**config.mk**
```make
export PLATFORM = sky130hd
export DESIGN_NAME = pc_fetch_unit
export DESIGN_NICKNAME = d
export VERILOG_FILES = /design/src/rtl/cpu_defs.sv /design/src/rtl/pc_next_sel.sv /design/src/rtl/pc_fetch_unit.sv
export SDC_FILE = /design/constraint.sdc
export NUM_CORES = 1
export LEC_CHECK = 0
export BUFFER_PORTS_ARGS = -buffer_cell sky130_fd_sc_hd__buf_2
export CAP_MARGIN = 25
export CORE_MARGIN = 2
export CORE_UTILIZATION = 25
export CTS_CLUSTER_SIZE = 28
export DETAILED_ROUTE_END_ITERATION = 10
export GPL_TIMING_DRIVEN = 0
export HOLD_SLACK_MARGIN = 0.1
export PLACE_DENSITY = 0.53
export RECOVER_POWER = 100
export SLEW_MARGIN = 5
export SYNTH_ARGS = -nofsm -noshare
export SYNTH_HDL_FRONTEND = slang
export SYNTH_SLANG_ARGS = --single-unit
```
**constraint.sdc**
```tcl
create_clock -name CLK -period 7.1 [get_ports CLK]
set_input_delay 0.355 -clock CLK [delete_from_list [all_inputs] [get_ports CLK]]
set_output_delay 0.355 -clock CLK [all_outputs]
set_load 0.02 [all_outputs]
```
**src/rtl/cpu_defs.sv**
```systemverilog
// Constants shared by the PC stage and the control unit.
package cpu_defs;

  typedef enum logic [1:0] {
    PCSRC_SEQ  = 2'b00,
    PCSRC_BR   = 2'b01,
    PCSRC_J    = 2'b10,
    PCSRC_HOLD = 2'b11
  } pcsrc_e;

  localparam logic [31:0] CPU_RESET_PC = 32'h0000_0000;

endpackage

```
**src/rtl/pc_next_sel.sv**
```systemverilog
// Next-PC datapath: PC+4, sign-extended branch target, jump target and the select mux.
import cpu_defs::*;

module pc_next_sel (
  input  logic [31:0] curPC,
  input  logic [1:0]  PCSrc,
  input  logic [15:0] immediate,
  input  logic [25:0] jaddr,
  output logic [31:0] PC4,
  output logic [31:0] nextPC
);

  logic [31:0] branchPC;
  logic [31:0] jumpPC;

  always_comb begin
    PC4      = curPC + 32'd4;
    // Branch offset is always sign-extended, independent of the control unit's ExtSel.
    branchPC = PC4 + {{14{immediate[15]}}, immediate, 2'b00};
    jumpPC   = {PC4[31:28], jaddr, 2'b00};
  end

  always_comb begin
    nextPC = curPC;
    case (pcsrc_e'(PCSrc))
      PCSRC_SEQ:  nextPC = PC4;
      PCSRC_BR:   nextPC = branchPC;
      PCSRC_J:    nextPC = jumpPC;
      PCSRC_HOLD: nextPC = curPC;
      default:    nextPC = curPC;
    endcase
  end

endmodule

```
**src/rtl/pc_fetch_unit.sv**
```systemverilog
// Program-counter stage: PC register, halt/error status and retired-instruction counter.
import cpu_defs::*;

module pc_fetch_unit #(
  parameter logic [31:0] RESET_PC = CPU_RESET_PC,
  parameter int unsigned CNT_W    = 16
) (
  input  logic             CLK,
  input  logic             Reset,
  input  logic             PCWre,
  input  logic [1:0]       PCSrc,
  input  logic             step_en,
  input  logic [15:0]      immediate,
  input  logic [25:0]      jaddr,
  output logic [31:0]      curPC,
  output logic [31:0]      PC4,
  output logic [31:0]      nextPC,
  output logic             halted,
  output logic             err_pcsrc,
  output logic [CNT_W-1:0] retired
);

  logic adv;
  logic holdReq;

  pc_next_sel uNextSel (
    .curPC     (curPC),
    .PCSrc     (PCSrc),
    .immediate (immediate),
    .jaddr     (jaddr),
    .PC4       (PC4),
    .nextPC    (nextPC)
  );

  always_comb begin
    holdReq = (pcsrc_e'(PCSrc) == PCSRC_HOLD);
    adv     = PCWre & step_en & ~holdReq & ~halted;
  end

  // step_en=0 freezes everything, so status flags are gated by it as well as the PC.
  always_ff @(posedge CLK) begin
    if (Reset) begin
      curPC     <= RESET_PC;
      halted    <= 1'b0;
      err_pcsrc <= 1'b0;
      retired   <= '0;
    end else begin
      if (adv) begin
        curPC   <= nextPC;
        retired <= retired + CNT_W'(1);
      end
      if (step_en & ~PCWre)
        halted <= 1'b1;
      if (step_en & PCWre & holdReq)
        err_pcsrc <= 1'b1;
    end
  end

endmodule

```
==> impl_metrics.ini <==
[yosys]
synth_nets = 785
synth.largest_area_cell = dfxtp_1
netlist_area_um2 = 5240
ys.warnings.count = 0
yosysMostFrequentCell = nand2_1
synth-edff-count = 0
ys_types = 77
synthFlopType = dfxtp_1
syn_area_per_cell_um2 = 7.46
synth_commonest_cells = nand2_1, nor2_1, a21oi_1
synth_top_cell_area_share_pct = 19.1
syn_inst = 703
async_flop_share_pct = 0
synth_top_cells_by_area = dfxtp_1, ha_1, nand2_1
ys_ff_latch = 50
yosysSeqAreaShare_pct = 19.1

[die]
die_h_um = 149
die-area_um2 = 22100
start_util_pct = 25.7
rows = 52
design.core.area_um2 = 20400
io_pins = 162
die_x_um = 149

[cts]
insertion_delay_ns = 0.32
cts_tree = done
clockBufferDepth = 2
clk_pin_slew_ns = 0.09
clock-sinks = 50
cts_root_buffer = clkbuf_16
cts.htree.levels = 2
cts_setup_buffers = 0
ctsResizeCount = 0
cts_made_buffers = 5
ctsHoldBuffers = 0

[min_path]
holdPathStages = 3
hp-class = in2reg
hp-start = step_en
min_to = halted

[setup_path]
regToRegSetupSlack_ns = 1.96
r2r_start = curPC[4]
crit_arrival_ns = 5.64
critPathKind = reg2out
critical_path.max_fanout = 7
r2r-end = curPC[31]
setup.worst_path.start_class = flop
critPathRequiredTime_ns = 6.74
worstSetupEndpointType = output pin
reg2reg_depth = 17

[timing]
timing.final.crit_period_ns = 6.00
finalClockSkew_ns = 0.00779
hold_violations = 0
rsz0062_at_grt = no
fmax_mhz = 167
slew_headroom_pct = 26.5
fin_crit_sh_pct = 84.5
tightest_slew_ns = 1.09
finalSetupViolCount = 0
final_max_slew_viol_count = 0
tns_ns = 0

[layout]
synthToLayoutAreaGrowth_pct = 21.3
diodes = 0
num-fill-cells = 2348
seqCellArea_um2 = 1000
multi_input_area_um2 = 3940
drive_gt1_share_pct = 11.6
fin_nets = 953

[power_and_ir_drop]
combPwrFrac_pct = 37.3
p_sw_uw = 388
power.density_nw_per_um2 = 146
p_clk_share_pct = 30.0
switching_share_pct = 41.7
finalPower_uw = 930
power_leakage_uw = 0.00258
irDropWorstVdd_v = 0.000100
p_seq_share_pct = 32.7
p_int_uw = 542

[grt]
grt_max_degree = 19
grt-ovfl-total = 0
grt_use_total_pct = 19.6
antenna_found_initial = 0
grt_pass1_vias = 5721
grt_first_pass_wirelength_mm = 33.1

[drt]
antenna_left = 0
first_iter_violations = 436
vias = 6029
drc = 0
drt_pass1_iterations = 4
viasPerCell = 5.28
routed_wl_mm = 22.4
wl_per_cell_um = 19.6

[place]
dpl.hpwl_mm = 17.3
gp_congestion = 0.907
port_buffers = 161

[flow_run]
cap_violations = 0

[outcome]
status = finished, final reports clean
[per-layer routing]
metal  part of all wire, %  global-route usage [%]
met1                    46                    26.8
met2                    44                    31.3
met3                   7.2                    3.46
met4                   2.9                    6.43
met5                     0                       0
[layout make-up]
type | instances | area share (%)
multi-input combinational | 595 | 62.0
clock inverter | 3 | 0.453
buffer | 39 | 2.83
sequential | 50 | 15.7
tap | 270 | 5.31
inverter | 19 | 1.12
timing repair buffer | 161 | 10.6
clock buffer | 5 | 1.97
[metrics by stage]
stage | hold slack, ns | instance area [um^2] | utilization [%] | std cells | setup WS [ns]
after detailed placement | 0.481 | 6390 | 31.3 | 1134 | 2.02
after CTS | 0.329 | 6540 | 32.0 | 1142 | 1.66
after global placement | 0.480 | 6390 | 31.3 | 1134 | 2.01
after global routing | 0.355 | 6360 | 31.1 | 1142 | 0.702
final | 0.327 | 6360 | 31.1 | 1142 | 1.10
after floorplan | 0.496 | 5240 | - | 703 | 2.33
[power groups by stage]
| stage | clock network (uW) | logic, uW | registers [uW] |
|---|---|---|---|
| floorplan | 0 | 223 | 317 |
| global placement | 0 | 352 | 310 |
| detailed placement | 0 | 352 | 310 |
| CTS | 281 | 354 | 303 |
| global route | 290 | 376 | 306 |
| finish | 279 | 347 | 304 |
[registers in the layout, indices dropped and copies added (netlist names)]
| register | flops |
|---|---|
| err_pcsrc | 1 |
| curPC | 32 |
| retired | 16 |
| halted | 1 |
[layout by cell type (no fill, tap or decap), drive strengths merged, types with 4 or more instances in the layout]
master  count
a31oi      10
nor4        5
o21ai      40
and3       19
dfxtp      50
xnor2      30
o22ai       4
nor2       80
a21oi      58
xor2       28
a211oi     12
inv        20
o21a        8
buf        68
a22oi       5
mux4       10
a311oi      4
mux2i      10
ha         33
nand3      24
and4        5
a21o       14
nand2      81
clkbuf    137
or3         5
and2       13
a221oi      4
o21bai      5
nand4      14
nor3       22
o211ai      5
nor3b       5
[kinds of logic after synthesis]
| kind of cell | after synthesis | synth area share (%) |
|---|---|---|
| simple gates | 289 | 27.3 |
| compound gates | 194 | 24.3 |
| xor+xnor | 58 | 9.97 |
| buf+inv | 58 | 4.87 |
| flops | 50 | 19.1 |
| fa+ha+maj | 34 | 8.26 |
| mux | 20 | 6.20 |
[worst max-delay path, stage by stage, from the launching register on]
cell,delay [ns]
dfxtp_1,0.50
nand3_1,0.28
nor3_1,0.95
and3_1,0.26
buf_4,0.14
and2_4,0.14
buf_6,0.11
nand3_2,0.10
xnor2_1,0.30
ha_1,0.40
a21o_1,0.23
a2111oi_4,0.34
o2bb2ai_2,0.11
or4_2,0.56
nand3_1,0.15
mux2i_1,0.08
o22ai_1,0.25
xor2_1,0.18
clkbuf_1,0.25
[worst max path at each step]
stage	depth (start not counted)	endpoint	slack [ns]	startpoint
2_1_floorplan	18	nextPC[31]	2.33	curPC[2]
3_3_place_gp	19	nextPC[31]	2.01	curPC[2]
3_5_place_dp	19	nextPC[31]	2.02	curPC[2]
4_1_cts	19	nextPC[31]	1.66	curPC[2]
5_1_grt	18	nextPC[31]	0.70	curPC[2]
6_report	18	nextPC[31]	1.10	curPC[4]
Power figures use the tool's default switching activity.
